===== src/rtl/cp0_exception_unit.sv =====
// CP0 exception unit: SR/Cause/EPC registers, interrupt and exception request, mtc0/mfc0 access.
// Latency: Req, dout and EPCOut are combinational; register updates take effect on the next rising edge.
// Backpressure: none; Req flushes the whole pipeline in the cycle it is raised, and that cycle's mtc0 is dropped.
//
// Ports:
//   clk, reset          rising-edge clock, synchronous active-high reset
//   en, addr, din       mtc0 write from the M stage (addr also selects the mfc0 read)
//   dout                mfc0 read data (SR=12, Cause=13, EPC=14, others 0)
//   VPC, BDIn           PC of the M-stage instruction and its delay-slot flag
//   ExcCodeIn           synchronous exception code carried to M (0 = none)
//   HWInt               external interrupt lines
//   EXLClr              eret in M; clears SR.EXL
//   EPCOut              EPC register value (eret target)
//   Req                 flush request; the pipeline redirects to 0x0000_4180
//
// Optional feature: define CP0_PRID_EN to make addr 15 read the constant PRId 32'h2023_0007.
module cp0_exception_unit (
    input  logic        clk,
    input  logic        reset,
    input  logic        en,
    input  logic [4:0]  addr,
    input  logic [31:0] din,
    output logic [31:0] dout,
    input  logic [31:0] VPC,
    input  logic        BDIn,
    input  logic [4:0]  ExcCodeIn,
    input  logic [5:0]  HWInt,
    input  logic        EXLClr,
    output logic [31:0] EPCOut,
    output logic        Req
);

    // Only the architecturally implemented bits are stored.
    logic [5:0]  r_sr_im;
    logic        r_sr_exl;
    logic        r_sr_ie;
    logic        r_cause_bd;
    logic [5:0]  r_cause_ip;
    logic [4:0]  r_cause_exc;
    logic [31:0] r_epc;

    logic        w_int_req;
    logic        w_exc_req;
    logic [31:0] w_sr;
    logic [31:0] w_cause;
    logic [31:0] w_epc_entry;
    logic        w_wr_sr;
    logic        w_wr_epc;

    assign w_sr    = {16'b0, r_sr_im, 8'b0, r_sr_exl, r_sr_ie};
    assign w_cause = {r_cause_bd, 15'b0, r_cause_ip, 3'b0, r_cause_exc, 2'b0};

    // EXL masks both sources, so no nested exceptions are ever taken.
    assign w_int_req = (|(HWInt & r_sr_im)) & r_sr_ie & ~r_sr_exl;
    assign w_exc_req = (ExcCodeIn != 5'd0) & ~r_sr_exl;
    assign Req       = w_int_req | w_exc_req;

    // A delay-slot instruction restarts at its branch; EPC is always word aligned.
    assign w_epc_entry = (BDIn ? (VPC - 32'd4) : VPC) & 32'hFFFF_FFFC;

    assign w_wr_sr  = en & (addr == 5'd12);
    assign w_wr_epc = en & (addr == 5'd14);

    assign EPCOut = r_epc;

    always_comb begin
        dout = 32'd0;
        case (addr)
            5'd12: dout = w_sr;
            5'd13: dout = w_cause;
            5'd14: dout = r_epc;
`ifdef CP0_PRID_EN
            5'd15: dout = 32'h2023_0007;
`endif
            default: dout = 32'd0;
        endcase
    end

    always_ff @(posedge clk) begin
        if (reset) begin
            r_sr_im     <= 6'd0;
            r_sr_exl    <= 1'b0;
            r_sr_ie     <= 1'b0;
            r_cause_bd  <= 1'b0;
            r_cause_ip  <= 6'd0;
            r_cause_exc <= 5'd0;
            r_epc       <= 32'd0;
        end else begin
            // Pending-interrupt bits simply track the lines every cycle.
            r_cause_ip <= HWInt;
            if (Req) begin
                // Exception entry; a simultaneous mtc0 or eret is discarded.
                r_sr_exl    <= 1'b1;
                r_cause_bd  <= BDIn;
                r_cause_exc <= w_int_req ? 5'd0 : ExcCodeIn;
                r_epc       <= w_epc_entry;
            end else begin
                if (w_wr_sr) begin
                    r_sr_im  <= din[15:10];
                    r_sr_ie  <= din[0];
                    // eret in the same cycle wins for EXL.
                    r_sr_exl <= EXLClr ? 1'b0 : din[1];
                end else if (EXLClr) begin
                    r_sr_exl <= 1'b0;
                end
                if (w_wr_epc) begin
                    r_epc <= din;
                end
            end
        end
    end

endmodule


===== config.mk =====
export PLATFORM = sky130hd
export DESIGN_NAME = cp0_exception_unit
export DESIGN_NICKNAME = d
export VERILOG_FILES = /design/src/rtl/cp0_exception_unit.sv
export SDC_FILE = /design/constraint.sdc
export NUM_CORES = 1
export LEC_CHECK = 0
export CORE_MARGIN = 2
export CORE_UTILIZATION = 45
export DETAILED_ROUTE_END_ITERATION = 8
export HOLD_SLACK_MARGIN = 0.15
export PLACE_DENSITY = 0.85
export SLEW_MARGIN = 25
export SYNTH_ARGS = -nofsm -noshare
export SYNTH_HDL_FRONTEND = slang
export SYNTH_SLANG_ARGS = --single-unit

===== constraint.sdc =====
create_clock -name clk -period 6.4 [get_ports clk]
set_input_delay 1.28 -clock clk [delete_from_list [all_inputs] [get_ports clk]]
set_output_delay 1.28 -clock clk [all_outputs]
set_load 0.02 [all_outputs]

; ---- Word level (Yosys, flattened, before mapping)
; Index checks and enable logic that the tools add are counted.
[classes]
n_mux = 9
n_addsub = 1
reduce_logical = 6
n_eq_ne = 3
bitwise = 9
[op_table]
columns = cell, n
row1 = $mux 32, 3
row2 = $pmux 32 s3, 1
row3 = $sub 32x3->32 const B, 1
row4 = $eq 5x4->1 const B, 3
row5 = $and 6x6->6, 1
row6 = $reduce_or 6->1, 1
row7 = $and 1x1->1, 5
row8 = $mux 5, 1
row9 = $reduce_bool 5->1, 1
row10 = $mux 1, 4
row11 = $reduce_bool 3->1, 1
row12 = $not 1->1, 2
row13 = $reduce_and 2->1, 1
row14 = $reduce_bool 2->1, 1
row15 = $reduce_or 2->1, 1
row16 = $or 1x1->1, 1
[totals]
in_bits = 85
register_bits = 52
elab_cells = 36

; ---- Longest topological paths before layout
[depth]
ltp_word = 7
ltp_mapped = 7
ltp_nobuf = 6

; ---- Worst setup path before layout
; Ideal clock, no wire load.
[synth_path]
path_type = in2out
startpoint = in addr[4]
endpoint = out dout[10]
t_arrival_ns = 2.880
path_buffers = 3
required_time_ns = 5.120
stages = 6
setup_slack_ns = 2.240
cell_sequence = and4b_1 -> clkbuf_1 -> clkbuf_1 -> clkbuf_1 -> a22oi_1 -> o21ai_0
[synth_between]
elab_chain_len = 2
elab_cells_between_ends = 4
cone_classes = 3 x eq/ne / 1 x mux
[synth_rtl]
columns = item, line_no
row1 = from (decl), 21  ; input logic [4:0] addr,
row2 = $eq 5x4->1, 68  ; case (addr)
row3 = $pmux 32 s3 *, 68
row4 = to (decl), 23  ; output logic [31:0] dout,
; Every way passes the cells marked *; elsewhere a longest branch is shown, timed or not.

; ---- Final worst setup path
[layout_path]
startpoint = in addr[0]
endpoint = out dout[31]
; Same word-level chain as after synthesis.

==> out/metrics.sh <==
STATUS='completed'
PERIOD_NEEDED_PS=5060
TOTAL_POWER_mW=0.793
FLOORPLAN.DIE_AREA_UM2=8340
SYNTH_SIMPLE_GATE_AREA_SHARE_PCT=34.3
DPL.HPWL_UM=7740
ROUTED_WIRELENGTH_UM=11600
TIMING.CLOCK.SKEW_PS=10.4
WORSTHOLDPATHCELLS=2
HIGHEST_NET_FANOUT_ALONG_THE_WORST_PATH=24
CTS.PATH.MAX_BUFFERS=2
SYNTH_FP_NETS=509
GR_USAGE_TOTAL_PCT=27.4
LARGEST_NET_DEGREE_AT_THE_START_OF_GLOBAL_ROUTING=66
CRIT_REQUIRED_PS=5120
CLKLATENCYLATEPIN_PS=300
SYNTH_TOP_FAMILY_BY_AREA='simple AND/OR/NAND/NOR gates'
SYNTHMUXAREASHARE_PCT=2.62
NUM_VIAS=3913
DPL_WORST_SLACK_PS=1260
LEAKAGE_nW=1.77
TIMING.MAX_CAP.VIOLATIONS=0
NUMCTSBUFFERS=5
MAX_CLOCK_FREQ_MHz=198
SYNTH_FF_TYPE='dfxtp_1'
SYN_AREA_UM2=3430
AREAGROWTHSYNTHTOFINISH_PCT=47.6
CORE-AREA_UM2=7330
GRT_PASS1_WL_UM=18800
TNS_PS=0
CTS_HOLD_BUF=0
YOSYS.CELL_COUNT.TOP_TYPE='dfxtp_1'
SEQUENTIAL_CELL_AREA_FRACTION_IN_THE_YOSYS_REPORT_PCT=30.3
SYNTH.TOP_CELLS.BY_COUNT='52 x dfxtp_1, 40 x clkbuf_1, 30 x nor4_1'
MEAN_NUMBER_OF_VIAS_PER_CELL=6.09
TIMING.HOLD.WORST.CLASS='flip-flop to flip-flop'
ANTENNA_CELLS_INSERTED=0
SYNTH_AREA_LEADERS='dfxtp_1 30%, a311oi_1 5.9%, a21boi_0 5.7%, nor4_1 5.5%, and3_1 4.9%'
DETAIL-ROUTE-ANTENNA-NETS=0
CRIT_PATH_START_KIND='input pin'
CTS.ROOT.BUFFER_CELL='clkbuf_8'
GP_CONGESTION=0.888
POWER.DENSITY_nW_PER_UM2=156
CP_CELL_SEQUENCE='clkdlybuf4s50_1 -> nor2b_2 -> a22o_1 -> clkdlybuf4s50_1'
CHIP_WIDTH_UM=91.3
SYNTHDOMINANTAREACELLTYPE='dfxtp_1'
PIN_COUNT=150
LAYOUTNONFILLERINSTCOUNT=643
WORST_SLEW_PIN_SLEW_PS=1010
RSZ_0062_RAISED_AFTER_GLOBAL_ROUTING='false'
SLOWEST_STAGE='nor2b_2'
SLEW_HEADROOM_PCT=32.7
SYNTH_COMPOUND_AREA_SHARE_PCT=25.3
SYNTH_SEQ_CELLS=52
YOSYSTOPAREACELLSHARE_PCT=30.3
FLOORPLAN.ROWS=31
CTS_RESIZED=0
SETUP-VIOLATIONS-FINAL=0
ROUTE.DETAILED.DRC=0
NUMBER_OF_CELLS_ON_THE_WORST_REG_TO_REG_PATH=5
YOSYSWARNINGCOUNT=0
POSTCTSSETUPREPAIRBUFS=0
PLACEDCELLCOUNT=633
DRT_PASS1_ITERATIONS=5
END_KIND='output port'
ASYNC_FLOP_SHARE_PCT=0
SYNTH.DISTINCT_CELLS=46
DIE_H_UM=91.3
SYN-INSTANCE-COUNT=423
FLOORPLAN.INITIALDENSITY_PCT=46.8
POST_SYNTH_FA_HA_MAJ_AREA_FRACTION_PCT=0.364
CRIT_TYPE='input pin to output port'
SETUP_WS_PS=1340
FINAL_MAX_SLEW_VIOLATION_COUNT=0
DRT_FIRST_ITER_VIOLATIONS=255
SYNTH-EDFF-COUNT=0
GLOBALROUTE.TOTALOVERFLOW=0
CLOCK-SINKS=52
PLACE.PORT_BUFFERS=147
WORSTPATHARRIVAL_PS=3780
GRT_PASS1_VIAS=3899
DETAIL_ROUTE.WL_PER_CELL_UM=18.0
CTS_TREE='done'
VDD_IR_DROP_MAX_mV=0.0986
FINALCRITPERIODSHARE_PCT=79.1
TOTAL_COUNT_OF_HOLD_CHECK_FAILURES_IN_THE_FINAL_REPORT=0
FIN_NETS=629
CRITPATHMOSTFREQUENTCELL='clkdlybuf4s50_1'
CRITICAL-PATH-MAX-STAGE-DELAY_PS=900
SYNTH_XOR_AREA_SHARE_PCT=2.30
CLKTRANSATPATHREGS_PS=100
AVGSYNTHCELLAREA_UM2=8.12
NUMBER_OF_ANTENNA_VIOLATIONS_AT_THE_FIRST_CHECK_IN_GLOBAL_ROUTING=0
FINAL_LAYOUT_SIZE_SUFFIX_GT1_SHARE_PCT=6.25
HTREE_LEVELS=2
critical path, delay by kind of cell:
family / cells / cell delay [ps]
AOI/OAI and AO/OA: 1 / 260
buffers and inverters: 2 / 1330
and+or+nand+nor: 1 / 900
worst paths after layout:
path	start	end	slack, ps
worst max-delay path	addr[0]	dout[31]	1340
worst min-delay path	r_sr_im[5]	r_sr_im[5]	500
worst max register to register	r_sr_im[3]	r_sr_im[1]	4120
worst min register to register	r_sr_im[5]	r_sr_im[5]	500
area by class of cell:
class / count / area [µm²]
Clock buffer: 6 / 72.6
Clock inverter: 2 / 16.3
Fill cell: 614 / 2260
Inverter: 4 / 15.0
Multi-Input combinational cell: 327 / 2260
Sequential cell: 52 / 1040
Tap cell: 99 / 124
Timing Repair Buffer: 153 / 1540
placed cells by master, fill, tap and decap left out, types with 10 or more instances in the layout:
cell type / n
a21boi_0: 26
nand2b_1: 14
dfxtp_1: 52
or4_1: 12
nor4_1: 30
and2_1: 19
and3_1: 27
o31ai_1: 13
nand2_1: 19
nand3_1: 10
clkdlybuf4s50_1: 146
o21ai_0: 14
a311oi_1: 23
power by group:
group          internal, mW  switching, mW  total [mW]
Clock                0.0782          0.113       0.192
Sequential            0.347         0.0178       0.365
Combinational         0.123          0.113       0.236
state kept, by name, indices dropped and copies added (netlist names):
signal	cells
EPCOut	32
r_cause_bd	1
r_cause_exc	5
r_cause_ip	6
r_sr_exl	1
r_sr_ie	1
r_sr_im	6
metrics by stage:
| step | area, µm² | utilization [%] | hold WS (ps) |
|---|---|---|---|
| 2_1_floorplan | 3430 | - | 461 |
| 3_3_place_gp | 4930 | 67.3 | 478 |
| 3_5_place_dp | 4930 | 67.3 | 483 |
| 4_1_cts | 5020 | 68.5 | 500 |
| 5_1_grt | 5070 | 69.1 | 524 |
| 6_report | 5070 | 69.1 | 503 |
metal layers:
layer,share of wire (%),GRT usage [%],vias up
met5,0,0,-
met4,0.41,7.45,0
met3,8.9,5.15,6
met2,49,46.8,207
met1,42,35.3,1833
li1,-,-,1867
cell families after synthesis:
group,after synthesis
mux,9
simple gates,191
flops,52
xor+xnor,9
compound gates,117
buf+inv,44
fa+ha+maj,1
(Power assumes the default switching activity.)
